===== src/rtl/count_direction_monitor.sv =====
// Passive monitor of an up/down counter bus: infers direction, lock, wraps and illegal steps.
// Optional wrap statistics counter enabled by defining COUNT_MON_WRAP_STATS_EN.
module count_direction_monitor #(
  parameter int WIDTH      = 4,
  parameter int LOCK_STEPS = 2
) (
  input  logic             Clk,
  input  logic             reset,
  input  logic [WIDTH-1:0] Count,
  input  logic             clear,
  output logic             Dir,
  output logic             Locked,
  output logic             Fault,
  output logic             StepErr,
  output logic             WrapPulse,
  output logic [7:0]       WrapCount
);

  typedef enum logic [1:0] {ACQUIRE, SEARCH, LOCKED, FAULT} state_t;

  localparam logic [3:0] LOCK_RUN = 4'(LOCK_STEPS);

  state_t           state, state_nx;
  logic [WIDTH-1:0] prev;
  logic [WIDTH-1:0] delta;
  logic [3:0]       run, run_nx;
  logic             dir_nx, step_err_nx, wrap_nx;
  logic             step_up, step_dn, step_hold, step_bad;
  logic             wrap_seen;

  assign delta     = Count - prev;
  assign step_up   = (delta == WIDTH'(1));
  assign step_dn   = (delta == '1);
  assign step_hold = (delta == '0);
  assign step_bad  = !(step_up || step_dn || step_hold);
  // A legal step landing on 0 going up, or on all-ones going down, crossed the boundary.
  assign wrap_seen = (step_up && (Count == '0)) || (step_dn && (prev == '0));

  assign Locked = (state == LOCKED);
  assign Fault  = (state == FAULT);

  always_comb begin
    // NOTE: every output of this block gets a default first so no latches are inferred.
    state_nx    = state;
    dir_nx      = Dir;
    run_nx      = run;
    step_err_nx = 1'b0;
    wrap_nx     = 1'b0;
    if (clear) begin
      state_nx = ACQUIRE;
      run_nx   = '0;
    end else begin
      unique case (state)
        ACQUIRE: state_nx = SEARCH;
        SEARCH: begin
          wrap_nx = wrap_seen;
          if (step_up || step_dn) begin
            if (step_up == Dir) begin
              run_nx = run + 4'd1;
            end else begin
              dir_nx = step_up;
              run_nx = 4'd1;
            end
            if (run_nx >= LOCK_RUN) state_nx = LOCKED;
          end else if (step_bad) begin
            run_nx      = '0;
            step_err_nx = 1'b1;
          end
        end
        LOCKED: begin
          wrap_nx = wrap_seen;
          if ((step_up && !Dir) || (step_dn && Dir)) begin
            dir_nx   = !Dir;
            run_nx   = 4'd1;
            state_nx = SEARCH;
          end else if (step_bad) begin
            step_err_nx = 1'b1;
            state_nx    = FAULT;
          end
        end
        FAULT: ;
        default: state_nx = ACQUIRE;
      endcase
    end
  end

  // NOTE: sequential state uses non-blocking assignments only; reset is asynchronous active-low.
  always_ff @(posedge Clk or negedge reset) begin
    if (!reset) begin
      state     <= ACQUIRE;
      prev      <= '0;
      run       <= '0;
      Dir       <= 1'b0;
      StepErr   <= 1'b0;
      WrapPulse <= 1'b0;
    end else begin
      state     <= state_nx;
      prev      <= Count;
      run       <= run_nx;
      Dir       <= dir_nx;
      StepErr   <= step_err_nx;
      WrapPulse <= wrap_nx;
    end
  end

`ifdef COUNT_MON_WRAP_STATS_EN
  always_ff @(posedge Clk or negedge reset) begin
    if (!reset) begin
      WrapCount <= '0;
    end else if (clear) begin
      WrapCount <= '0;
    end else if (wrap_nx && (WrapCount != 8'hFF)) begin
      WrapCount <= WrapCount + 8'd1;
    end
  end
`else
  assign WrapCount = '0;
`endif

endmodule


===== config.mk =====
export PLATFORM = sky130hd
export DESIGN_NAME = count_direction_monitor
export DESIGN_NICKNAME = d
export VERILOG_FILES = /design/src/rtl/count_direction_monitor.sv
export SDC_FILE = /design/constraint.sdc
export NUM_CORES = 1
export LEC_CHECK = 0
export BUFFER_PORTS_ARGS = -buffer_cell sky130_fd_sc_hd__buf_2
export CAP_MARGIN = 20
export CORE_MARGIN = 4
export CORE_UTILIZATION = 49
export CTS_BUF_LIST = sky130_fd_sc_hd__clkbuf_16
export CTS_CLUSTER_DIAMETER = 50
export CTS_CLUSTER_SIZE = 16
export DETAILED_ROUTE_END_ITERATION = 16
export PLACE_DENSITY = 0.78
export SYNTH_ARGS = -nofsm -noshare
export SYNTH_HDL_FRONTEND = slang
export SYNTH_SLANG_ARGS = --single-unit
export TNS_END_PERCENT = 5

===== constraint.sdc =====
create_clock -name Clk -period 2.4 [get_ports Clk]
set_input_delay 0.36 -clock Clk [delete_from_list [all_inputs] [get_ports Clk]]
set_output_delay 0.36 -clock Clk [all_outputs]
set_load 0.01 [all_outputs]

==> summary.md, run 1 <==
| Metric | Value |
|---|---|
| Num CTS Buffers | 3 |
| Final antenna-violating net count | 0 |
| Placed Instances | 168 |
| Leakage power | 0.667 nW |
| Worst-Skew Late Latency | 250 ps |
| Data arrival time of the worst path | 2570 ps |
| Syn_area_per_cell | 9.34 sq um |
| I/O pins | 20 |
| Worst Skew | 5.69 ps |
| # Max-Cap Violations | 0 |
| Pwr dens | 798 nW/um^2 |
| DR top layer | met4 |
| Maximum vdd ir drop | 0.000592 V |
| CP max-delay cell | or3_4 |
| Unrepaired setup endpoints after global routing | true |
| EDFF count, synth | 0 |
| Net switching power | 0.000442 W |
| Crit share post-route | 99.4% |
| Crit path largest cell delay | 410 ps |
| Sequential cell area fraction in the yosys report | 30.6% |
| Initial DRC Count | 39 |
| Syn Inst Count | 114 |
| First-pass GRT wire length | 4440 microns |
| Detailed Routing Iterations Pass 1 | 4 |
| Post-DP HPWL | 1970 microns |
| Reg power frac | 26.1% |
| Met1 Wirelength | 1140 microns |
| Worst Path Required | 2580 ps |
| CP startpoint kind | flop |
| I/O Buffers | 11 |
| Status | completed |
| Ys flop type | dfrtp_1 |
| CP cell instances | inv_2 > ha_4 > and3b_1 > or3_4 > and2_4 > buf_4 > o41a_1 > a31oi_2 > a32o_1 |
| Vias | 992 |
| Setup TNS | 0 ps |
| Detailed Route WL | 2780 microns |
| HP Class | input pin to flop |
| Root Buffer Master | clkbuf_16 |
| Most frequent cells in the layout | 21 x buf_4, 13 x dfrtp_1, 11 x buf_2, 8 x inv_1, 8 x conb_1 |
| Total congestion overflow | 0 |
| Core Region | 2020 sq um |
| Nets@finish | 164 |
| Clock sinks | 13 |
| Flops & latches, synth | 13 |
| Inserted Diodes | 0 |
| Gr usage total | 21.5% |
| Die Y | 54.6 microns |
| CTS tree | built |
| Met3 wire len | 220 microns |
| Unique masters post-synth | 48 |
| GPL Wtd Cong | 0.852 |
| Initial core utilization | 52.7% |
| CP Class | flop to flop |
| Synth Warn # | 0 |
| Met2 Routed Length | 1350 microns |
| Longest Clk Path Bufs | 2 |
| Number of global-route vias before repair | 932 |
| Initial antenna violation count | 0 |
| Clock share of power | 27.8% |
| Layout cell share with drive strength beyond 1 | 39.5% |
| Die width | 54.6 microns |
| CP max FO | 6 |
| Share of async-settable or async-resettable flops after synthesis | 100% |
| # rows | 16 |
| Total power | 0.00116 W |
| Cell Area, Synth | 1060 sq um |
| Logic pwr share | 46.1% |
| Setup Viol. Count Final | 0 |
| Vias/cell | 5.70 |
| Avg WL per Cell | 16.0 microns |
| Largest net degree at the start of global routing | 14 |
| Final hold violations | 0 |
| Final Non-Filler Cells | 174 |
| Most common cell after layout, fill and taps aside | buf_4 |
| Crit path time final | 2390 ps |
| H-tree depth | 1 |
| DRC | 0 |
| CP Capture Type | flop |
| Area of the die | 2980 sq um |
| Fmax achieved | 419 MHz |
| Switching fraction of total power | 38.2% |
| P&R area growth vs syn | 36.1% |
| Hold WS | 299 ps |
| DP Worst Slack | -327 ps |
| Final Slew Violations | 0 |
| Clk slew on worst S/H paths | 50 ps |
| Int Pwr | 0.000714 W |
| Worst setup margin | 13.9 ps |
==> synth_stat cells (2+ instances only) <==
| library cell | number | area (sq um) |
|---|---|---|
| dfrtp_1 | 13 | 325 |
| inv_1 | 11 | 41.3 |
| buf_4 | 8 | 60.1 |
| ha_1 | 8 | 100 |
| nand3_1 | 5 | 25.0 |
| a21oi_1 | 4 | 20.0 |
| nand2_1 | 4 | 15.0 |
| nor2_1 | 4 | 15.0 |
| xor2_1 | 4 | 35.0 |
| a21o_1 | 3 | 22.5 |
| nand4_1 | 3 | 18.8 |
| nor3_1 | 3 | 15.0 |
| o21ai_0 | 3 | 15.0 |
| a211o_1 | 2 | 17.5 |
| a211oi_1 | 2 | 15.0 |
| a2bb2oi_1 | 2 | 17.5 |
| a31oi_1 | 2 | 12.5 |
| mux2i_1 | 2 | 20.0 |
| nor4_1 | 2 | 12.5 |
==> state kept, by name, summed over array words and instances, names as in the netlist <==
register	cells
Dir	1
WrapPulse	1
prev	4
StepErr	1
run	4
state	2
==> final timing paths <==
check	startpoint	to	slack, ps	depth (start not counted)
max in group asynchronous	reset	run[0]$_DFFE_PN0P_	1650	2
worst max register to register	prev[1]$_DFF_PN0_	state[1]$_DFFE_PN0P_	10	9
worst min register to register	run[1]$_DFFE_PN0P_	run[1]$_DFFE_PN0P_	550	2
worst max-delay path	prev[1]$_DFF_PN0_	state[1]$_DFFE_PN0P_	10	9
min in group asynchronous	reset	run[2]$_DFFE_PN0P_	520	2
worst min-delay path	Count[3]	prev[3]$_DFF_PN0_	300	1
==> layer usage <==
| layer | up-vias | track usage (%) |
|---|---|---|
| met3 | 10 | 5.99 |
| met5 | - | 0 |
| met4 | 0 | 12.0 |
| met2 | 40 | 31.5 |
| met1 | 476 | 28.1 |
| li1 | 466 | - |
==> area by class of cell <==
type / count / area, sq um
Clock buffer: 3 / 75.1
Inverter: 11 / 41.3
Multi-Input combinational cell: 86 / 746
Fill cell: 149 / 573
Sequential cell: 13 / 325
Clock inverter: 1 / 5.00
Timing Repair Buffer: 33 / 223
Tap cell: 27 / 33.8
==> metrics by stage <==
stage	utilization [%]	instance area, sq um
CTS	70.6	1430
global placement	62.9	1270
finish	71.7	1450
detailed placement	62.9	1270
floorplan	-	1110
global route	71.7	1450
==> power by group through the flow <==
stage	Combinational, W	Clock, W	Sequential, W
6_report	0.000533	0.000321	0.000301
3_5_place_dp	0.000474	0	0.000300
4_1_cts	0.000512	0.000325	0.000299
3_3_place_gp	0.000460	0	0.000299
2_1_floorplan	0.000338	0	0.000279
5_1_grt	0.000580	0.000336	0.000305
==> critical path, delay by kind of cell (launching register included) <==
kind | cells | cell delay (ps)
simple gates | 3 | 800
compound gates | 3 | 730
flops | 1 | 380
buf+inv | 2 | 220
fa+ha+maj | 1 | 190
==> cells by family (layout without fill, tap and decap cells) <==
group / after synthesis / count (layout) / share of synthesized area, %
other: 1 / 8 / 0.352
xor gates and xnor gates: 5 / 5 / 4.11
buffers and inverters: 22 / 48 / 11.3
AOI/OAI and AO/OA: 30 / 30 / 23.1
DFF: 13 / 13 / 30.6
and+or+nand+nor: 31 / 31 / 16.3
muxes: 3 / 3 / 2.94
adders and majority gates: 9 / 9 / 11.3
==> timing repair <==
item                                   4_1_cts  5_1_grt
setup endpoints to repair                    5        6
setup buffers                                1        0
hold buffers                                 1        0
resized for setup                           11        5
cloned                                       0        0
pin swaps                                    9        2
endpoints found under the hold margin        5        0
No activity file was read; power rests on OpenSTA's default activity.
==> run 2: changes to the inputs <==
--- a/config.mk
+++ b/config.mk
@@ -8,12 +8,12 @@
 export BUFFER_PORTS_ARGS = -buffer_cell sky130_fd_sc_hd__buf_2
 export CAP_MARGIN = 20
 export CORE_MARGIN = 4
-export CORE_UTILIZATION = 49
+export CORE_UTILIZATION = 45
 export CTS_BUF_LIST = sky130_fd_sc_hd__clkbuf_16
 export CTS_CLUSTER_DIAMETER = 50
 export CTS_CLUSTER_SIZE = 16
 export DETAILED_ROUTE_END_ITERATION = 16
-export PLACE_DENSITY = 0.78
+export PLACE_DENSITY = 0.72
 export SYNTH_ARGS = -nofsm -noshare
 export SYNTH_HDL_FRONTEND = slang
 export SYNTH_SLANG_ARGS = --single-unit
==> run 2 against run 1 <==
Compared with the run above: the flow now finishes with violations (negative hold slack); critical path depth unchanged; flip-flop and latch count unchanged; core utilization decreased by 8.9 points; sequential share of layout area increased by 0.74 points; clock skew decreased by 1.1 ps; critical path type unchanged; critical endpoint is now run[2]$_DFFE_PN0P_.
==> summary.md, run 2 (same netlist as run 1, synthesis figures left out) <==
| Metric | Value |
|---|---|
| Status | finished with violations (was completed) |
| Failing checks | negative hold slack |
| I/O pins | 20 (unchanged) |
| First-pass GRT wire length | 4500 microns (was 4440 microns) |
| Clk slew on worst S/H paths | 50 ps (about the same) |
| DRC | 0 (unchanged) |
| Reg-to-Reg End | run[2]$_DFFE_PN0P_ (was state[1]$_DFFE_PN0P_) |
| CP startpoint kind | flop (unchanged) |
| Vias | 962 (was 992) |
| Leakage power | 0.657 nW (was 0.667 nW) |
| Worst-Skew Late Latency | 250 ps (about the same) |
| Fin util | 62.8% (was 71.7%) |
| Int Pwr | 0.000708 W (was 0.000714 W) |
| GPL Wtd Cong | 0.808 (was 0.852) |
| Initial DRC Count | 32 (was 39) |
| Nets@finish | 162 (was 164) |
| Maximum vdd ir drop | 0.000590 V (was 0.000592 V) |
| Unrepaired setup endpoints after global routing | true (unchanged) |
| Hold WS | -3.39 ps (was 299 ps) |
| Worst Skew | 4.56 ps (was 5.69 ps) |
| Num CTS Buffers | 3 (unchanged) |
| Top flop regs | prev: 4 flops, run: 4 flops, state: 2 flops (unchanged) |
| Layout cell share with drive strength beyond 1 | 35.2% (was 39.5%) |
| CTS tree | built (unchanged) |
| Crit share post-route | 98.8% (was 99.4%) |
| Crit path time final | 2370 ps (was 2390 ps) |
| CP Class | flop to flop (unchanged) |
| I/O Buffers | 11 (unchanged) |
| Die width | 56.6 microns (was 54.6 microns) |
| Detailed Routing Iterations Pass 1 | 4 (unchanged) |
| Fmax achieved | 422 MHz (was 419 MHz) |
| Data arrival time of the worst path | 2550 ps (was 2570 ps) |
| Initial antenna violation count | 0 (unchanged) |
| P&R area growth vs syn | 31.7% (was 36.1%) |
| Setup Viol. Count Final | 0 (unchanged) |
| # rows | 17 (was 16) |
| # Max-Cap Violations | 0 (unchanged) |
| Area of the die | 3210 sq um (was 2980 sq um) |
| Clock share of power | 28.5% (was 27.8%) |
| Logic pwr share | 44.9% (was 46.1%) |
| Final Slew Violations | 0 (unchanged) |
| Net switching power | 0.000436 W (was 0.000442 W) |
| Most frequent cells in the layout | 20 x buf_4, 13 x dfrtp_1, 11 x buf_2, 10 x inv_1, 8 x conb_1 (was 21 x buf_4, 13 x dfrtp_1, 11 x buf_2, 8 x inv_1, 8 x conb_1) |
| Detailed Route WL | 2680 microns (was 2780 microns) |
| Reg-to-Reg Start | prev[0]$_DFF_PN0_ (was prev[1]$_DFF_PN0_) |
| Worst Path Required | 2580 ps (about the same) |
| Reg power frac | 26.5% (was 26.1%) |
| Root Buffer Master | clkbuf_16 (unchanged) |
| Die Y | 56.6 microns (was 54.6 microns) |
| Total congestion overflow | 0 (unchanged) |
| Post-DP HPWL | 2030 microns (was 1970 microns) |
| Total power | 0.00114 W (was 0.00116 W) |
| CP Capture Type | flop (unchanged) |
| Longest Clk Path Bufs | 2 (unchanged) |
| Postcts setup bufs | 0 (was 1) |
| Clock sinks | 13 (unchanged) |
| Vias/cell | 5.56 (was 5.70) |
| Avg WL per Cell | 15.5 microns (was 16.0 microns) |
| CP max FO | 4 (was 6) |
| R2R setup slack | 30 ps (was 10 ps) |
| H-tree depth | 1 (unchanged) |
| R2R depth | 9 (unchanged) |
| Pwr dens | 816 nW/um^2 (was 798 nW/um^2) |
| Inserted Diodes | 0 (unchanged) |
| Hold-fix buffers, CTS | 0 (was 1) |
| Most common cell after layout, fill and taps aside | buf_4 (unchanged) |
| Core Region | 2230 sq um (was 2020 sq um) |
| Gr usage total | 18.2% (was 21.5%) |
| Number of global-route vias before repair | 987 (was 932) |
| Final hold violations | 5 (was 0) |
| Initial core utilization | 47.7% (was 52.7%) |
| HP Class | input pin to async pin (was input pin to flop) |
| Switching fraction of total power | 38.1% (was 38.2%) |
| Largest net degree at the start of global routing | 14 (unchanged) |
| Final antenna-violating net count | 0 (unchanged) |
==> run 2: cell count changes in the layout (fill, tap and decap cells not counted), sizes merged <==
| cell | change |
|---|---|
| dlygate4sd3 | -1 |
| buf | -1 |
==> run 2: final cells by class <==
type,instances,area [sq um]
clock inverters,1,5.00
well taps,28,35.0
multi-input cells,86,716
repair buffers,31,205
clock buffers,3,75.1
flip-flops and latches,13,325
inverters,11,41.3
fillers,195,831
==> run 2: worst max-delay path by stage <==
stage | start | cells after the start | slack [ps] | to
6_report | prev[0]$_DFF_PN0_ | 9 | 30 | run[2]$_DFFE_PN0P_
5_1_grt | prev[0]$_DFF_PN0_ | 9 | -80 | run[1]$_DFFE_PN0P_
4_1_cts | prev[1]$_DFF_PN0_ | 8 | -30 | run[2]$_DFFE_PN0P_
3_5_place_dp | Count[0] | 11 | -280 | run[2]$_DFFE_PN0P_
3_3_place_gp | Count[0] | 11 | -200 | run[3]$_DFFE_PN0P_
2_1_floorplan | Count[2] | 8 | -2 | state[1]$_DFFE_PN0P_
==> run 2: critical path, stage by stage (launching register included) <==
cell       delay, ps
dfrtp_1          350
ha_2             180
inv_1             50
fa_2             380
xor2_4           240
nand2_2           80
a211o_1          310
a2111oi_4        420
nand3_1          150
o211ai_2         150
==> run 2: what timing repair did <==
| action | in CTS | in global routing |
|---|---|---|
| endpoints found under the hold margin | 0 | 0 |
| pin swaps | 7 | 3 |
| setup endpoints to repair | 5 | 5 |
| resized for setup | 6 | 5 |
==> run 2: routing by layer <==
layer	GRT usage, %	wire length, microns
met1	21.6	1120
met2	30.7	1380
met3	3.45	116
met4	9.83	59
met5	0	0
==> run 2: power by group through the flow <==
stage | Clock (W) | Combinational (W) | Sequential, W
floorplan | 0 | 0.000338 | 0.000279
global placement | 0 | 0.000463 | 0.000298
detailed placement | 0 | 0.000481 | 0.000303
CTS | 0.000329 | 0.000502 | 0.000302
global route | 0.000344 | 0.000560 | 0.000309
finish | 0.000327 | 0.000514 | 0.000303
==> run 2: stage by stage <==
stage               TNS [ps]  hold WS, ps  instances  setup WS (ps)  area [sq um]
floorplan              -1.74         64.4        121          -1.74          1110
global placement        -900          257        169           -196          1270
detailed placement     -1410          270        169           -278          1270
CTS                    -46.0         3.12        173          -32.2          1380
global route            -268         16.4        173          -76.7          1400
finish                     0        -3.39        173           29.7          1400
==> run 3: changes to the inputs <==
--- a/config.mk
+++ b/config.mk
@@ -5,15 +5,16 @@
 export SDC_FILE = /design/constraint.sdc
 export NUM_CORES = 1
 export LEC_CHECK = 0
+export ABC_AREA = 1
 export BUFFER_PORTS_ARGS = -buffer_cell sky130_fd_sc_hd__buf_2
 export CAP_MARGIN = 20
 export CORE_MARGIN = 4
 export CORE_UTILIZATION = 45
-export CTS_BUF_LIST = sky130_fd_sc_hd__clkbuf_16
 export CTS_CLUSTER_DIAMETER = 50
 export CTS_CLUSTER_SIZE = 16
 export DETAILED_ROUTE_END_ITERATION = 16
-export PLACE_DENSITY = 0.72
+export PLACE_DENSITY = 0.73
+export SLEW_MARGIN = 20
 export SYNTH_ARGS = -nofsm -noshare
 export SYNTH_HDL_FRONTEND = slang
 export SYNTH_SLANG_ARGS = --single-unit
==> run 3 against run 2 <==
Compared with the run above: the run now ends clean; core utilization is 7.2 points lower; clock power is 60% lower; via count is 11% lower; clock-buffer cell count is 1 higher; final cell count is 1.2% higher; setup slack better by 180 ps; critical path type unchanged.
==> summary.md, run 3 <==
| Metric | Value |
|---|---|
| Area contributors post-synth | dfrtp_1 32%, nand2_1 11%, ha_1 10%, nand3_1 8.5%, inv_1 7.1% (was dfrtp_1 31%, ha_1 9.4%, buf_4 5.6%, inv_1 3.9%, xor2_1 3.3%) |
| Dominant cell type by area after synthesis | dfrtp_1 (unchanged) |
| Main combinational cell family by area after synthesis | simple AND/OR/NAND/NOR gates (was compound AO/OA/AOI/OAI gates) |
| Clock sinks | 13 (unchanged) |
| Most frequent cell after synthesis | nand2_1 (was dfrtp_1) |
| Synth Area in Compound Gates | 5.22% (was 23.1%) |
| Ys flop type | dfrtp_1 (unchanged) |
| Worst-Skew Late Latency | 270 ps (was 250 ps) |
| Crit share post-route | 91.3% (was 98.8%) |
| Fillers | 193 (was 195) |
| CP startpoint kind | flop (unchanged) |
| Fin util | 55.6% (was 62.8%) |
| Pwr dens | 685 nW/um^2 (was 816 nW/um^2) |
| CP Class | flop to flop (unchanged) |
| Syn_area_per_cell | 7.68 sq um (was 9.34 sq um) |
| Vias | 856 (was 962) |
| Worst Skew | 2.10 ps (was 4.56 ps) |
| First-pass GRT wire length | 3460 microns (was 4500 microns) |
| CP Capture Type | flop (unchanged) |
| H-tree depth | 1 (unchanged) |
| Largest net degree at the start of global routing | 14 (unchanged) |
| Root Buffer Master | clkbuf_4 (was clkbuf_16) |
| Switching fraction of total power | 42.3% (was 38.1%) |
| Crit path largest cell delay | 460 ps (was 420 ps) |
| Inserted Diodes | 0 (unchanged) |
| Hold Path Stages | 1 |
| Mux share of post-synthesis cell area | 0% (was 2.94%) |
| EDFF count, synth | 0 (unchanged) |
| Logic pwr share | 45.8% (was 44.9%) |
| Final antenna-violating net count | 0 (unchanged) |
| # rows | 16 (was 17) |
| Final Non-Filler Cells | 175 (was 173) |
| # Max-Cap Violations | 0 (unchanged) |
| Nets@finish | 165 (was 162) |
| Number of global-route vias before repair | 791 (was 987) |
| Reg-to-Reg Start | prev[0]$_DFF_PN0_ (unchanged) |
| Placed Instances | 168 (was 169) |
| HP Class | input pin to flop (was input pin to async pin) |
| Status | completed (was finished with violations) |
| Fmax achieved | 456 MHz (was 422 MHz) |
| CP max-delay cell | fa_2 (was a2111oi_4) |
| Final hold violations | 0 (was 5) |
| Die Y | 55.3 microns (was 56.6 microns) |
| Gr usage total | 13.8% (was 18.2%) |
| Longest Clk Path Bufs | 2 (unchanged) |
| Most frequent cells in the layout | 29 x nand2_1, 18 x inv_1, 17 x nand3_1, 13 x dfrtp_1, 11 x buf_2 (was 20 x buf_4, 13 x dfrtp_1, 11 x buf_2, 10 x inv_1, 8 x conb_1) |
| Initial antenna violation count | 0 (unchanged) |
| Share of the synthesized area in the top cell type | 32.3% (was 30.6%) |
| WHS Endpoint | prev[0]$_DFF_PN0_ |
| Storage cell area | 325 sq um (unchanged) |
| Core Region | 2040 sq um (was 2230 sq um) |
| Initial core utilization | 49.3% (was 47.7%) |
| R2R setup slack | 210 ps (was 30 ps) |
| R2R depth | 11 (was 9) |
| I/O pins | 20 (unchanged) |
| Crit path buffers/inverters | 1 (unchanged) |
| Layout cell share with drive strength beyond 1 | 18.9% (was 35.2%) |
| CTS tree | built (unchanged) |
| Worst setup margin | 208 ps (was 29.7 ps) |
| Crit-path most repeated cell | nand2_1 |
| I/O Buffers | 11 (unchanged) |
| Clock share of power | 16.8% (was 28.5%) |
| Area of the multi-input gates | 598 sq um (was 716 sq um) |
| Setup Viol. Count Final | 0 (unchanged) |
| Worst Setup SP | prev[0]$_DFF_PN0_ (unchanged) |
| Post-DP HPWL | 1540 microns (was 2030 microns) |
| Share of async-settable or async-resettable flops after synthesis | 100% (unchanged) |
| Hold path startpoint | Count[0] |
| Crit path time final | 2190 ps (was 2370 ps) |
| XOR/XNOR share of the synthesized area | 3.36% (was 4.11%) |
| CP max FO | 7 (was 4) |
| Sequential cell area fraction in the yosys report | 32.3% (was 30.6%) |
| GPL Wtd Cong | 0.893 (was 0.808) |
| Simple-Gate Fraction of Synth Area | 33.7% (was 16.3%) |
| Area of the die | 3060 sq um (was 3210 sq um) |
| Cell Area, Synth | 1010 sq um (was 1060 sq um) |
| Reg-to-Reg End | state[1]$_DFFE_PN0P_ (was run[2]$_DFFE_PN0P_) |
| Net switching power | 0.000329 W (was 0.000436 W) |
| Unique masters post-synth | 26 (was 48) |
| CP cell instances | ha_1 > inv_1 > fa_2 > nor2_2 > nand4_2 > nand3_1 > nor2_1 > nor2_2 > nand2_1 > nand2_1 > nand2_1 (was ha_2 > inv_1 > fa_2 > xor2_4 > nand2_2 > a211o_1 > a2111oi_4 > nand3_1 > o211ai_2) |
| Top cells by count, synth | 29 x nand2_1, 19 x inv_1, 17 x nand3_1, 13 x dfrtp_1 (was 13 x dfrtp_1, 11 x inv_1, 8 x buf_4, 8 x ha_1, 5 x nand3_1) |
| Num CTS Buffers | 3 (unchanged) |
| DP Worst Slack | 37.5 ps (was -278 ps) |
| Detailed Route WL | 1880 microns (was 2680 microns) |
| Final Slew Violations | 0 (unchanged) |
| Avg WL per Cell | 10.7 microns (was 15.5 microns) |
| Synth Area in Adders | 11.9% (was 11.3%) |
| Die width | 55.3 microns (was 56.6 microns) |
| Initial DRC Count | 23 (was 32) |
| Vias/cell | 4.89 (was 5.56) |
| Detailed Routing Iterations Pass 1 | 4 (unchanged) |
| Maximum vdd ir drop | 0.000523 V (was 0.000590 V) |
| P&R area growth vs syn | 12.8% (was 31.7%) |
| Total congestion overflow | 0 (unchanged) |
| Most common cell after layout, fill and taps aside | nand2_1 (was buf_4) |
| Data arrival time of the worst path | 2360 ps (was 2550 ps) |
| Unrepaired setup endpoints after global routing | false (was true) |
| Synth Warn # | 0 (unchanged) |
| Worst Path Required | 2570 ps (was 2580 ps) |
| Top flop regs | prev: 4 flops, run: 4 flops, state: 2 flops (unchanged) |
| Clk slew on worst S/H paths | 70 ps (was 50 ps) |
| Setup TNS | 0 ps (unchanged) |
| Int Pwr | 0.000448 W (was 0.000708 W) |
| Flops & latches, synth | 13 (unchanged) |
| Reg power frac | 37.3% (was 26.5%) |
| Syn Inst Count | 131 (was 114) |
| DRC | 0 (unchanged) |
| CP delay by family, top | simple AND/OR/NAND/NOR gates (was compound AO/OA/AOI/OAI gates) |
| Leakage power | 0.608 nW (was 0.657 nW) |
==> run 3: cell types whose count changed in the layout (fill, tap and decap cells not counted), sizes merged, moves of 3 or more <==
cell,delta
a21o,-3
buf,-18
inv,+8
nand2,+27
nand3,+14
or2,+3
==> run 3: worst max-delay path by stage <==
| stage | endpoint | slack (ps) | depth (start not counted) |
|---|---|---|---|
| floorplan | state[0]$_DFFE_PN0P_ | 340 | 15 |
| global placement | state[1]$_DFFE_PN0P_ | 100 | 16 |
| detailed placement | state[0]$_DFFE_PN0P_ | 40 | 13 |
| CTS | state[1]$_DFFE_PN0P_ | 200 | 11 |
| global route | state[1]$_DFFE_PN0P_ | 5 | 11 |
| finish | state[1]$_DFFE_PN0P_ | 210 | 11 |
==> run 3: power groups by stage <==
| stage | sequential, W | clock (W) | combinational (W) |
|---|---|---|---|
| finish | 0.000290 | 0.000131 | 0.000356 |
| global route | 0.000296 | 0.000152 | 0.000409 |
| CTS | 0.000289 | 0.000141 | 0.000345 |
| detailed placement | 0.000294 | 0 | 0.000341 |
| global placement | 0.000292 | 0 | 0.000334 |
| floorplan | 0.000292 | 0 | 0.000264 |
==> run 3: repair_timing <==
action,in CTS,in global routing
endpoints found under the setup margin,0,4
resized for setup,0,5
buffers inserted,0,2
hold buffers,1,0
endpoints found under the hold margin,13,0
==> run 3: kinds of logic (layout without fill, tap and decap cells) <==
group | after synthesis | in the layout
buffers and inverters | 27 | 37
adders and majority gates | 9 | 9
AOI/OAI and AO/OA | 10 | 10
and+or+nand+nor | 68 | 68
DFF | 13 | 13
xor gates and xnor gates | 3 | 3
other | 1 | 8
==> run 3: final cells by class <==
type / count / share of cell area [%]
multi-input combinational: 98 / 52.7
sequential: 13 / 28.7
timing repair buffer: 14 / 7.06
inverter: 19 / 6.28
tap: 27 / 2.98
clock buffer: 4 / 2.32
==> run 3: metal layers <==
metal  vias to the layer above  track usage (%)  wire length, microns
met1                       380             17.5                   809
met4                         0             4.17                    12
li1                        446                -                     -
met2                        26             21.6                   916
met3                         4             5.36                   142
met5                         -                0                     0
==> run 3: per-stage QoR <==
step / hold slack, ps / power (W) / cell area [sq um]
floorplan: 64.4 / 0.000556 / 1030
global placement: 262 / 0.000626 / 1060
detailed placement: 266 / 0.000635 / 1060
CTS: 205 / 0.000775 / 1100
global route: 197 / 0.000857 / 1130
finish: 216 / 0.000777 / 1130
